File: config.mk
export PLATFORM = sky130hd
export DESIGN_NAME = verlet_scheduler
export DESIGN_NICKNAME = d
export VERILOG_FILES = /design/src/rtl/sim_pkg.sv /design/src/rtl/seg_iter_counter.sv /design/src/rtl/verlet_scheduler.sv
export SDC_FILE = /design/constraint.sdc
export NUM_CORES = 1
export LEC_CHECK = 0
export CAP_MARGIN = 20
export CORE_UTILIZATION = 53
export DETAILED_ROUTE_END_ITERATION = 10
export GPL_TIMING_DRIVEN = 0
export HOLD_SLACK_MARGIN = 0.1
export PLACE_DENSITY = 0.84
export SKIP_CTS_REPAIR_TIMING = 1
export SLEW_MARGIN = 5
export SYNTH_ARGS = -nofsm -noshare
export SYNTH_HDL_FRONTEND = slang
export SYNTH_SLANG_ARGS = --single-unit
export TNS_END_PERCENT = 50
File: constraint.sdc
create_clock -name clk -period 4.45 [get_ports clk]
set_input_delay 0.89 -clock clk [delete_from_list [all_inputs] [get_ports clk]]
set_output_delay 0.89 -clock clk [all_outputs]
set_load 0.02 [all_outputs]
File: src/rtl/sim_pkg.sv
// Shared types and constants for the rope simulation: scheduler state encoding,
// Q16.16 fixed-point constants and the index-width helper.
package sim_pkg;

    typedef enum logic [2:0] {
        ST_IDLE       = 3'd0,
        ST_VERLET     = 3'd1,
        ST_SOLVE_REQ  = 3'd2,
        ST_SOLVE_WAIT = 3'd3,
        ST_WRITE      = 3'd4,
        ST_PIN        = 3'd5,
        ST_DONE       = 3'd6
    } sched_state_e;

    localparam int FX_FRAC = 16;
    localparam logic signed [31:0] FX_ONE     = 32'sh0001_0000;
    localparam logic signed [31:0] FX_TWO     = 32'sh0002_0000;
    // 9.81 m/s^2 scaled to one 60 Hz frame squared, pointing down.
    localparam logic signed [31:0] FX_GRAVITY = -32'sh0000_00B3;

    // Index width for n items; never narrower than one bit.
    function automatic int idx_width(input int n);
        return (n <= 2) ? 1 : $clog2(n);
    endfunction

endpackage

File: src/rtl/seg_iter_counter.sv
// Nested segment/iteration counter for the frame sequencer. idx walks the segments,
// iter counts relaxation passes; wrap_seg marks the final segment, last the final one overall.
module seg_iter_counter
    import sim_pkg::*;
#(
    parameter int NUM_SEGS   = 7,
    parameter int ITERATIONS = 4,
    parameter int IDX_W      = idx_width(NUM_SEGS + 1),
    parameter int ITER_W     = idx_width(ITERATIONS)
) (
    input  logic              clk,
    input  logic              reset,
    input  logic              i_clr,
    input  logic              i_step,
    output logic [IDX_W-1:0]  o_idx,
    output logic [ITER_W-1:0] o_iter,
    output logic              o_wrap_seg,
    output logic              o_last
);

    localparam logic [IDX_W-1:0]  LAST_IDX  = IDX_W'(NUM_SEGS - 1);
    localparam logic [ITER_W-1:0] LAST_ITER = ITER_W'(ITERATIONS - 1);

    logic [IDX_W-1:0]  r_idx;
    logic [ITER_W-1:0] r_iter;
    logic              w_wrap_seg;
    logic              w_last;

    assign w_wrap_seg = (r_idx == LAST_IDX);
    assign w_last     = w_wrap_seg && (r_iter == LAST_ITER);

    // At the very last step both counters hold; the sequencer leaves the loop.
    always_ff @(posedge clk) begin
        if (reset || i_clr) begin
            r_idx  <= '0;
            r_iter <= '0;
        end else if (i_step) begin
            if (!w_wrap_seg) begin
                r_idx <= r_idx + 1'b1;
            end else if (!w_last) begin
                r_idx  <= '0;
                r_iter <= r_iter + 1'b1;
            end
        end
    end

    assign o_idx      = r_idx;
    assign o_iter     = r_iter;
    assign o_wrap_seg = w_wrap_seg;
    assign o_last     = w_last;

endmodule

File: src/rtl/verlet_scheduler.sv
// Rope frame sequencer: Verlet step, ITERATIONS relaxation passes through the shared solver,
// optional anchor pin. VERLET_SCHED_PIN_EN enables the PIN state and anchor_sel.
//
// state      | meaning
// IDLE       | waiting for frame_tick; idx/iter cleared
// VERLET     | integrate pulse to all nodes
// SOLVE_REQ  | solver_start for segment idx
// SOLVE_WAIT | holding for solver_done
// WRITE      | nodes idx and idx+1 latch corrected positions
// PIN        | node 0 reloaded from anchor (pin build only)
// DONE       | frame_done pulse
module verlet_scheduler
    import sim_pkg::*;
#(
    parameter int NUM_NODES  = 8,
    parameter int ITERATIONS = 4,
    parameter int IDX_W      = idx_width(NUM_NODES)
) (
    input  logic                 clk,
    input  logic                 reset,
    input  logic                 frame_tick,
    output logic                 verlet_state,
    output logic                 solver_start,
    output logic [IDX_W-1:0]     solver_idx,
    input  logic                 solver_done,
    output logic [NUM_NODES-1:0] fix_en,
    output logic                 anchor_sel,
    output logic                 busy,
    output logic                 frame_done,
    output logic [7:0]           overrun_cnt
);

    localparam int NUM_SEGS = NUM_NODES - 1;
    localparam int ITER_W   = idx_width(ITERATIONS);

    sched_state_e          r_state;
    sched_state_e          w_next;
    logic [IDX_W-1:0]      w_idx;
    logic [ITER_W-1:0]     w_iter;
    logic                  w_wrap_seg;
    logic                  w_last;
    logic [IDX_W-1:0]      r_sidx_hold;
    logic [7:0]            r_overrun;
    logic [NUM_NODES-1:0]  w_fix;

    seg_iter_counter #(
        .NUM_SEGS   (NUM_SEGS),
        .ITERATIONS (ITERATIONS),
        .IDX_W      (IDX_W),
        .ITER_W     (ITER_W)
    ) u_cnt (
        .clk        (clk),
        .reset      (reset),
        .i_clr      (r_state == ST_IDLE),
        .i_step     (r_state == ST_WRITE),
        .o_idx      (w_idx),
        .o_iter     (w_iter),
        .o_wrap_seg (w_wrap_seg),
        .o_last     (w_last)
    );

    always_comb begin
        w_next = r_state;
        case (r_state)
            ST_IDLE:       if (frame_tick) w_next = ST_VERLET;
            ST_VERLET:     w_next = ST_SOLVE_REQ;
            ST_SOLVE_REQ:  w_next = ST_SOLVE_WAIT;
            ST_SOLVE_WAIT: if (solver_done) w_next = ST_WRITE;
            ST_WRITE: begin
                if (w_wrap_seg && w_last) begin
`ifdef VERLET_SCHED_PIN_EN
                    w_next = ST_PIN;
`else
                    w_next = ST_DONE;
`endif
                end else begin
                    w_next = ST_SOLVE_REQ;
                end
            end
`ifdef VERLET_SCHED_PIN_EN
            ST_PIN:        w_next = ST_DONE;
`endif
            ST_DONE:       w_next = ST_IDLE;
            default:       w_next = ST_IDLE;
        endcase
    end

    always_ff @(posedge clk) begin
        if (reset) begin
            r_state <= ST_IDLE;
        end else begin
            r_state <= w_next;
        end
    end

    // solver_idx keeps the last requested segment between requests, even across IDLE.
    always_ff @(posedge clk) begin
        if (reset) begin
            r_sidx_hold <= '0;
        end else if (r_state == ST_SOLVE_REQ) begin
            r_sidx_hold <= w_idx;
        end
    end

    always_ff @(posedge clk) begin
        if (reset) begin
            r_overrun <= '0;
        end else if (frame_tick && (r_state != ST_IDLE) && (r_overrun != 8'hFF)) begin
            r_overrun <= r_overrun + 8'd1;
        end
    end

    always_comb begin
        w_fix = '0;
        if (r_state == ST_WRITE) begin
            w_fix[w_idx]        = 1'b1;
            w_fix[w_idx + 1'b1] = 1'b1;
        end
`ifdef VERLET_SCHED_PIN_EN
        if (r_state == ST_PIN) begin
            w_fix[0] = 1'b1;
        end
`endif
    end

    assign verlet_state = (r_state == ST_VERLET);
    assign solver_start = (r_state == ST_SOLVE_REQ);
    assign solver_idx   = (r_state == ST_SOLVE_REQ) ? w_idx : r_sidx_hold;
    assign fix_en       = w_fix;
`ifdef VERLET_SCHED_PIN_EN
    assign anchor_sel   = (r_state == ST_PIN);
`else
    assign anchor_sel   = 1'b0;
`endif
    assign busy         = (r_state != ST_IDLE);
    assign frame_done   = (r_state == ST_DONE);
    assign overrun_cnt  = r_overrun;

endmodule

==> flow_summary.toml, run 1 <==
[status]
run_status = "finished, final reports clean"

[setup_path]
worstPathRequired_ps = 3560
timing.critical_path.arrival_ps = 2910
startpoint_type = "flip-flop"
cpLargestDelayFamily = "buffers and inverters"
timing.critical_path.from = "u_cnt.o_idx[0]$_SDFFE_PP0P_"
critical_path.cell_chain = "clkbuf_1 > inv_1 > ha_1 > clkbuf_1 > nand2b_1 > a21oi_1 > nand2_1 > a21oi_1 > clkdlybuf4s50_1"
crit_path_end_kind = "output port"
criticalPathCategory = "reg -> out"
critical_path_cell_with_the_highest_stage_delay = "clkdlybuf4s50_1"
worst_r2r_startpoint = "u_cnt.o_idx[0]$_SDFFE_PP0P_"
timing.critical_path.slowest_cell_delay_ps = 610
buffers_inverters_on_critical_path = 4
cp_max_fo = 10

[clock_tree]
source_to_sink_clock_delay_at_the_later_pin_of_the_worst_skew_pair_ps = 310
cts_buffers = 3
root_buffer = "clkbuf_4"
clkSlewWorstSetupHoldPaths_ps = 100
h_tree_level_count = 1
cts.sinks = 19
clock_path_buffers = 2
clock_tree_from_tritoncts = "yes"

[global_routing]
grt_overflow_total = 0
grt.total_usage_pct = 22.1
grt_antenna_before_repair = 0
number_of_global_route_vias_before_repair = 942
grt_start_max_net_pins = 12
grt_first_pass_wirelength_mm = 4.21

[floorplan]
io_pins = 28
core_rows = 16
die_w_um = 49.4
floorplan.core_area_um2 = 2040
die_area_um2 = 2440
initial_util_pct = 58.3
dieHeight_um = 49.4

[logic_synthesis]
synthCells = 148
asyncSetResetFlopFracSynth_pct = 0
synth-compound-area-share_pct = 14.8
synth_adder_area_share_pct = 4.21
synthFlopType = "dfxtp_1"
syn_nets = 156
synth-edff-count = 0
synthXorXnorAreaFrac_pct = 2.21
ys_types = 38
synth_simple_gate_area_share_pct = 31.1
syn_area_per_cell_um2 = 8.04
register_bit_total_from_synthesis = 19
yosysWarningCount = 0
multiplexer_share_of_the_synthesized_area_pct = 8.83
largest_family_of_logic_cells_by_synthesized_area = "simple AND/OR/NAND/NOR gates"
yosysSeqAreaShare_pct = 32.0
netlist_area_um2 = 1190

[timing]
grt_setup_unrepaired = "false"
slew_margin_rel_pct = 58.7
final_critical_path_setup_slack_ps = 646
report.final.hold_viol_count = 0
tightest_slew_ps = 614
fin_tns_setup_ps = 0
finalSetupViolations = 0
fmaxAchievable_ghz = 0.263
timing.final.crit_share_pct = 85.5
clock_skew_ps = 13.6
min_period_ps = 3800
timing.final.max_slew_violations = 0

[route]
post_drt_wl_per_cell_um = 12.4
number_of_vias_per_cell = 5.60
detail_route.drc_violations = 0
post_detailed_routing_wire_length_mm = 2.54
drt.antenna.violating_nets = 0
dr.pass1.iters = 4
first_iter_violations = 30
total_number_of_vias = 1148

[cells_and_area]
utilization_pct = 74.0
nNetsFinal = 187
antenna-diode-count = 0
areaGrowthSynthToFinish_pct = 27.0
layout-drive-gt1-share_pct = 8.99

[place]
place_ws_ps = 995
gp_routability_congestion = 0.856
placement.io_buffers = 26
dp.final_hpwl_mm = 1.90

[worst_hold_path]
timing.hold.worst.class = "reg -> reg"
min_from = "u_cnt.o_iter[1]$_SDFFE_PP0P_"

[flow_run]
cap_violations = 0

[pwr]
vdd.ir_drop.worst_mv = 0.179
power.density_cell_area_nw_per_um2 = 250
leakagePower_nw = 0.549
metal layers:
layer | up-vias | global-route usage (%) | share of wire, %
met2 | 32 | 32.9 | 45
li1 | 585 | - | -
met4 | 0 | 7.14 | 0.47
met5 | - | 0 | 0
met3 | 2 | 4.98 | 4.3
met1 | 529 | 31.5 | 50
tightest hold or removal path: cells and delay by family (launching register included):
family / cells / cell delay [ps]
DFF: 1 / 350
and+or+nand+nor: 1 / 70
muxes: 1 / 70
cells in the final DEF (no fill, tap or decap), types with 5 or more instances in the layout:
master	netlist	routed
clkbuf_1	5	5
mux2i_1	6	6
inv_1	5	5
nor3_1	5	5
nand3_1	5	5
a2bb2oi_1	5	5
a21oi_1	9	9
dfxtp_1	19	19
nor2_1	29	29
nand2_1	5	5
nor2b_1	6	6
clkdlybuf4s50_1	0	26
state kept, by name (all words and copies together) (netlist names):
name / flops
overrun_cnt: 8
r_state: 3
u_cnt.o_iter: 2
r_sidx_hold: 3
u_cnt.o_idx: 3
final cells by class:
type	count	area, um2
Buffer	10	58.8
Clock buffer	3	22.5
Clock inverter	1	5.00
Fill cell	182	531
Inverter	5	18.8
Multi-Input combinational cell	114	732
Sequential cell	19	380
Tap cell	27	33.8
Timing Repair Buffer	26	260
synth_stat cells (5+ instances only):
master,number,area [um2]
a21oi_1,9,45.0
a2bb2oi_1,5,43.8
clkbuf_1,5,18.8
dfxtp_1,19,380
inv_1,5,18.8
mux2i_1,6,60.1
nand2_1,5,18.8
nand3_1,5,25.0
nor2_1,29,109
nor2b_1,6,37.5
nor3_1,5,25.0
report_power, final:
group / leakage, nW / switching, mW / internal, mW
combinational: 0.377 / 0.0572 / 0.0477
sequential: 0.154 / 0.00718 / 0.177
clock: 0.0177 / 0.0549 / 0.0336
cells by family (layout without fill, tap and decap cells):
kind of cell | after synthesis | in the layout
and+or+nand+nor | 70 | 70
AOI/OAI and AO/OA | 26 | 26
DFF | 19 | 19
buffers and inverters | 15 | 45
muxes | 10 | 10
adders and majority gates | 4 | 4
xor gates and xnor gates | 3 | 3
other | 1 | 1
final timing paths:
kind / to / slack, ps / cells after the start
worst min register to register: u_cnt.o_iter[1]$_SDFFE_PP0P_ / 520 / 2
worst max-delay path: fix_en[0] / 650 / 9
worst min-delay path: u_cnt.o_iter[1]$_SDFFE_PP0P_ / 520 / 2
worst max register to register: u_cnt.o_idx[1]$_SDFFE_PP0P_ / 2590 / 7
per-stage QoR:
step / instances / total power [mW] / instance area, um2 / hold slack [ps]
after floorplan: 148 / 0.257 / 1190 / 465
after global placement: 201 / 0.289 / 1480 / 479
after detailed placement: 201 / 0.292 / 1480 / 507
after CTS: 205 / 0.380 / 1510 / 531
after global routing: 205 / 0.398 / 1510 / 575
final: 205 / 0.378 / 1510 / 517
(Power assumes the default switching activity.)
==> inputs of run 2 (changes only) <==
--- a/config.mk
+++ b/config.mk
@@ -5,12 +5,14 @@
 export SDC_FILE = /design/constraint.sdc
 export NUM_CORES = 1
 export LEC_CHECK = 0
+export ABC_AREA = 1
 export CAP_MARGIN = 20
 export CORE_UTILIZATION = 53
+export CTS_CLUSTER_DIAMETER = 60
 export DETAILED_ROUTE_END_ITERATION = 10
 export GPL_TIMING_DRIVEN = 0
 export HOLD_SLACK_MARGIN = 0.1
-export PLACE_DENSITY = 0.84
+export PLACE_DENSITY_LB_ADDON = 0.15
 export SKIP_CTS_REPAIR_TIMING = 1
 export SLEW_MARGIN = 5
 export SYNTH_ARGS = -nofsm -noshare
==> flow_summary.toml, run 2 <==
[cells_and_area]
mostFrequentLayoutCells = "nand2_1, inv_1, clkdlybuf4s50_1, a21oi_1, dfxtp_1"
layout.cells.most_common = "nand2_1"
layout-drive-gt1-share_pct = 10.2
utilization_pct = 70.0
multi_input_comb_area_um2 = 697
number_of_cells_in_the_finished_layout_apart_from_fillers = 244
design_area_um2 = 1550
areaGrowthSynthToFinish_pct = 25.3
nNetsFinal = 225
antenna-diode-count = 0
layout.area.seq_um2 = 380
largest_reg_flops = 8
filler_cell_count = 216

[pwr]
vdd.ir_drop.worst_mv = 0.224
design_power_total_mw = 0.497
power.density_cell_area_nw_per_um2 = 321
leakagePower_nw = 0.674

[timing]
fmaxAchievable_ghz = 0.297
clock_skew_ps = 5.58
grt_setup_unrepaired = "false"
report.final.hold_viol_count = 0
finalSetupViolations = 0
min_period_ps = 3370
fin_tns_setup_ps = 0
timing.final.crit_share_pct = 75.8
timing.final.max_slew_violations = 0

[logic_synthesis]
asyncSetResetFlopFracSynth_pct = 0
yosysSeqAreaShare_pct = 30.8
synth_top_cells_by_area = "dfxtp_1, nand2_1, inv_1"
yosysMostFrequentCell = "nand2_1"
synthFlopType = "dfxtp_1"
syn_nets = 195
syn_area_per_cell_um2 = 6.60
register_bit_total_from_synthesis = 19
synth-edff-count = 0
ys_types = 26
netlist_area_um2 = 1230
synthCells = 187
yosys-top-cells-count = "nand2_1, inv_1, a21oi_1, dfxtp_1, nor2_1"
yosysWarningCount = 0
post_synth_top_area_cell = "dfxtp_1"
share_of_the_synthesized_area_in_the_top_cell_type_pct = 30.8

[place]
gp_routability_congestion = 0.831
dp.final_hpwl_mm = 2.15
placement.io_buffers = 25
placed_area_um2 = 1520
dp.cells = 240

[setup_path]
timing.reg2reg.setup_slack_ps = 2820
cp_max_fo = 10
critical_path.cell_chain = "buf_2 > inv_1 > buf_2 > ha_1 > inv_1 > nand2_1 > a211oi_1 > clkdlybuf4s50_1"
critical_path_cell_with_the_highest_stage_delay = "clkdlybuf4s50_1"
worst-r2r-cell-count = 9
worstPathRequired_ps = 3560
crit_path_end_kind = "output port"
timing.critical_path.arrival_ps = 2480
crit-reg2reg-capture = "u_cnt.o_idx[2]$_SDFFE_PP0P_"
criticalPathCategory = "reg -> out"
worst_r2r_startpoint = "u_cnt.o_idx[0]$_SDFFE_PP0P_"
startpoint_type = "flip-flop"
timing.critical_path.slowest_cell_delay_ps = 640

[clock_tree]
cts_buffers = 3
clock_path_buffers = 2
h_tree_level_count = 1
cts.sinks = 19
source_to_sink_clock_delay_at_the_later_pin_of_the_worst_skew_pair_ps = 300
clkSlewWorstSetupHoldPaths_ps = 110
clock_tree_from_tritoncts = "yes"
root_buffer = "clkbuf_4"

[worst_hold_path]
min_from = "u_cnt.o_iter[1]$_SDFFE_PP0P_"
hold_path_depth = 2
timing.hold.worst.class = "reg -> reg"
hold_path_end = "u_cnt.o_iter[1]$_SDFFE_PP0P_"

[floorplan]
die_area_um2 = 2530
dieHeight_um = 50.3
floorplan.core_area_um2 = 2210
io_pins = 28
core_rows = 17
initial_util_pct = 55.8
die_w_um = 50.3

[route]
dr.pass1.iters = 4
drt.antenna.violating_nets = 0
post_drt_wl_per_cell_um = 11.1
total_number_of_vias = 1252
post_detailed_routing_wire_length_mm = 2.72
detail_route.drc_violations = 0
number_of_vias_per_cell = 5.13
first_iter_violations = 21

[flow_run]
cap_violations = 0

[global_routing]
grt_start_max_net_pins = 12
grt.busiest_layer = "met2"
grt_use_met2_pct = 42.2
number_of_global_route_vias_before_repair = 1182
grt_antenna_before_repair = 0
grt_first_pass_wirelength_mm = 4.89
grt_overflow_total = 0
grt.total_usage_pct = 24.8
globalRouteMet3Util_pct = 3.64
grt_use_met1_pct = 31.5

[status]
run_status = "finished, final reports clean"
run 2: worst max-delay path by stage:
stage,startpoint,endpoint,slack (ps),cells past startpoint
floorplan,u_cnt.o_idx[0]$_SDFFE_PP0P_,fix_en[6],1830,7
global placement,u_cnt.o_idx[0]$_SDFFE_PP0P_,fix_en[2],1450,8
detailed placement,u_cnt.o_idx[0]$_SDFFE_PP0P_,fix_en[7],1400,8
CTS,u_cnt.o_idx[0]$_SDFFE_PP0P_,fix_en[7],1060,8
global route,u_cnt.o_idx[0]$_SDFFE_PP0P_,fix_en[6],860,8
finish,u_cnt.o_idx[0]$_SDFFE_PP0P_,fix_en[7],1080,8
run 2: through the flow:
step | hold WS, ps | worst slack, ps
CTS | 490 | 1060
detailed placement | 472 | 1400
global placement | 456 | 1450
floorplan | 448 | 1830
global route | 521 | 861
finish | 483 | 1080
run 2: layout make-up:
type,instances,share of cell area (%)
Sequential cell,19,24.6
Clock buffer,3,1.46
Timing Repair Buffer,25,16.2
Tap cell,28,2.26
Buffer,5,1.78
Clock inverter,1,0.323
Multi-Input combinational cell,130,45.0
Inverter,33,8.41
run 2: routing by layer:
layer	up-vias	wire length (um)
met1	576	1310
met5	-	0
li1	652	-
met2	20	1320
met3	4	61
met4	0	29
run 2: cells by family (layout without fill, tap and decap cells):
logic type      after synthesis  after routing  synth area share, %
flops                        19             19                 30.8
compound gates               35             35                 17.1
other cells                   1              1                0.304
buf+inv                      38             67                 12.8
xor+xnor                      5              5                 3.55
fa+ha+maj                     4              4                 4.05
simple gates                 85             85                 31.4
run 2: worst max-delay path: cells and delay by family, from the launching register on:
kind	cells	cell delay, ps
AO/OA/AOI/OAI	1	230
adder cells (fa/ha/maj)	1	330
buffers and inverters	5	1190
flip-flops	1	340
AND/OR/NAND/NOR	1	70
run 2: where the power goes:
group / switching [mW] / internal, mW
logic: 0.123 / 0.0833
registers: 0.0155 / 0.187
clock network: 0.0549 / 0.0335
==> inputs of run 3 (changes only) <==
--- a/config.mk
+++ b/config.mk
@@ -7,7 +7,7 @@
 export LEC_CHECK = 0
 export ABC_AREA = 1
 export CAP_MARGIN = 20
-export CORE_UTILIZATION = 53
+export CORE_UTILIZATION = 49
 export CTS_CLUSTER_DIAMETER = 60
 export DETAILED_ROUTE_END_ITERATION = 10
 export GPL_TIMING_DRIVEN = 0
==> constraint.sdc (replaced) <==
create_clock -name clk -period 3.22 [get_ports clk]
set_input_delay 0.644 -clock clk [delete_from_list [all_inputs] [get_ports clk]]
set_output_delay 0.644 -clock clk [all_outputs]
set_load 0.02 [all_outputs]
==> flow_summary.toml, run 3 (synthesis results as in run 2) <==
[status]
run_status = "finished, final reports clean"

[floorplan]
die_area_um2 = 2720
dieHeight_um = 52.2
io_pins = 28
die_w_um = 52.2
core_rows = 17
floorplan.core_area_um2 = 2300
initial_util_pct = 53.8

[timing]
min_period_ps = 3030
timing.final.crit_share_pct = 94.1
timing.final.max_slew_violations = 0
clock_skew_ps = 0.451
finalSetupViolations = 0
final_critical_path_setup_slack_ps = 189
report.final.hold_viol_count = 0
fmaxAchievable_ghz = 0.330
fin_tns_setup_ps = 0
grt_setup_unrepaired = "false"

[route]
dr.pass1.iters = 4
total_number_of_vias = 1259
drt.antenna.violating_nets = 0
post_drt_wl_per_cell_um = 11.1
first_iter_violations = 27
detail_route.drc_violations = 0
number_of_vias_per_cell = 5.16
post_detailed_routing_wire_length_mm = 2.71

[clock_tree]
root_buffer = "clkbuf_4"
clock_tree_from_tritoncts = "yes"
clkSlewWorstSetupHoldPaths_ps = 110
clock_path_buffers = 2
source_to_sink_clock_delay_at_the_later_pin_of_the_worst_skew_pair_ps = 300
h_tree_level_count = 1
cts.sinks = 19
cts_buffers = 3

[pwr]
power.share.combinational_pct = 41.5
p_sw_share_pct = 39.2
clock_power_share_pct = 18.1
pwr-share-seq_pct = 40.4
power.density_cell_area_nw_per_um2 = 443
vdd.ir_drop.worst_mv = 0.304
design_power_total_mw = 0.690
p_switching_mw = 0.271
leakagePower_nw = 0.749
p_int_mw = 0.419

[worst_hold_path]
min_from = "u_cnt.o_iter[1]$_SDFFE_PP0P_"
hold_path_depth = 2
timing.hold.worst.class = "reg -> reg"
hold_path_end = "u_cnt.o_iter[1]$_SDFFE_PP0P_"

[setup_path]
crit-reg2reg-capture = "u_cnt.o_idx[1]$_SDFFE_PP0P_"
most_numerous_cell_on_the_critical_path = "buf_2"
cp_max_fo = 10
worst-r2r-cell-count = 9
timing.critical_path.arrival_ps = 2390
worst_r2r_startpoint = "u_cnt.o_idx[0]$_SDFFE_PP0P_"
timing.reg2reg.setup_slack_ps = 1550
startpoint_type = "flip-flop"
crit_path_end_kind = "output port"
critical_path_cell_with_the_highest_stage_delay = "clkdlybuf4s50_1"
cpLargestDelayFamily = "buffers and inverters"
worstPathRequired_ps = 2580
buffers_inverters_on_critical_path = 4
timing.critical_path.slowest_cell_delay_ps = 640
criticalPathCategory = "reg -> out"
critical_path.cell_chain = "buf_2 > inv_1 > buf_2 > ha_1 > nand2_1 > a211oi_1 > clkdlybuf4s50_1"

[cells_and_area]
number_of_cells_in_the_finished_layout_apart_from_fillers = 244
nNetsFinal = 225
layout-drive-gt1-share_pct = 10.2
largest_reg_flops = 8
utilization_pct = 67.8
areaGrowthSynthToFinish_pct = 26.1
antenna-diode-count = 0
mostFrequentLayoutCells = "nand2_1, inv_1, clkdlybuf4s50_1, a21oi_1, dfxtp_1"
layout.cells.most_common = "nand2_1"

[global_routing]
grt.total_usage_pct = 21.1
grt_antenna_before_repair = 0
grt_first_pass_wirelength_mm = 4.32
number_of_global_route_vias_before_repair = 1060
grt_start_max_net_pins = 12
grt_overflow_total = 0

[flow_run]
cap_violations = 0

[place]
placement.io_buffers = 25
dp.final_hpwl_mm = 2.06
dp.cells = 240
gp_routability_congestion = 0.827
place_ws_ps = 395
==> run 3: cell types whose count changed in the layout (fill, tap and decap cells not counted), sizes merged <==
cell / previous run / this run
dlymetal6s2s: 0 / 4
clkdlybuf4s50: 25 / 21
==> run 3: worst reg2reg max path: stages, from the launching register on <==
cell,delay (ps)
dfxtp_1,350
buf_2,200
inv_1,90
buf_2,180
ha_1,210
nand2_1,90
inv_1,90
nor2_2,160
nand2_1,70
a21oi_1,160
==> run 3: per-stage QoR <==
stage | hold WS, ps | cell area (um2)
CTS | 497 | 1550
floorplan | 448 | 1230
global route | 513 | 1560
finish | 494 | 1560
global placement | 457 | 1520
detailed placement | 480 | 1520
==> run 3: area by class of cell <==
| type | instances | area, um2 |
|---|---|---|
| sequential | 19 | 380 |
| fill | 214 | 739 |
| tap | 28 | 35.0 |
| clock inverter | 1 | 5.00 |
| buffer | 5 | 27.5 |
| clock buffer | 3 | 22.5 |
| timing repair buffer | 25 | 260 |
| inverter | 33 | 130 |
| multi-input combinational | 130 | 697 |
==> run 3: worst max path at each step <==
stage	start	endpoint	slack, ps	cells past startpoint
floorplan	u_cnt.o_idx[0]$_SDFFE_PP0P_	fix_en[6]	840	7
global placement	u_cnt.o_idx[0]$_SDFFE_PP0P_	fix_en[7]	470	8
detailed placement	u_cnt.o_idx[0]$_SDFFE_PP0P_	fix_en[7]	400	8
CTS	u_cnt.o_idx[0]$_SDFFE_PP0P_	fix_en[7]	40	8
global route	u_cnt.o_idx[0]$_SDFFE_PP0P_	fix_en[1]	50	7
finish	u_cnt.o_idx[0]$_SDFFE_PP0P_	fix_en[1]	190	7
==> run 3: power by group through the flow <==
| stage | registers, mW | clock network [mW] | logic [mW] |
|---|---|---|---|
| CTS | 0.279 | 0.129 | 0.287 |
| global placement | 0.283 | 0 | 0.278 |
| detailed placement | 0.284 | 0 | 0.284 |
| finish | 0.279 | 0.125 | 0.287 |
| floorplan | 0.288 | 0 | 0.178 |
| global route | 0.283 | 0.137 | 0.309 |
==> run 3: per-layer routing <==
layer  share of wire [%]  track usage (%)  wire length [um]  vias up
met5                   0                0                 0        -
met4                0.52             7.02                14        0
met3                 3.7             2.61               101        2
met2                  49             35.7              1340       20
met1                  46             27.6              1260      587
li1                    -                -                 -      650
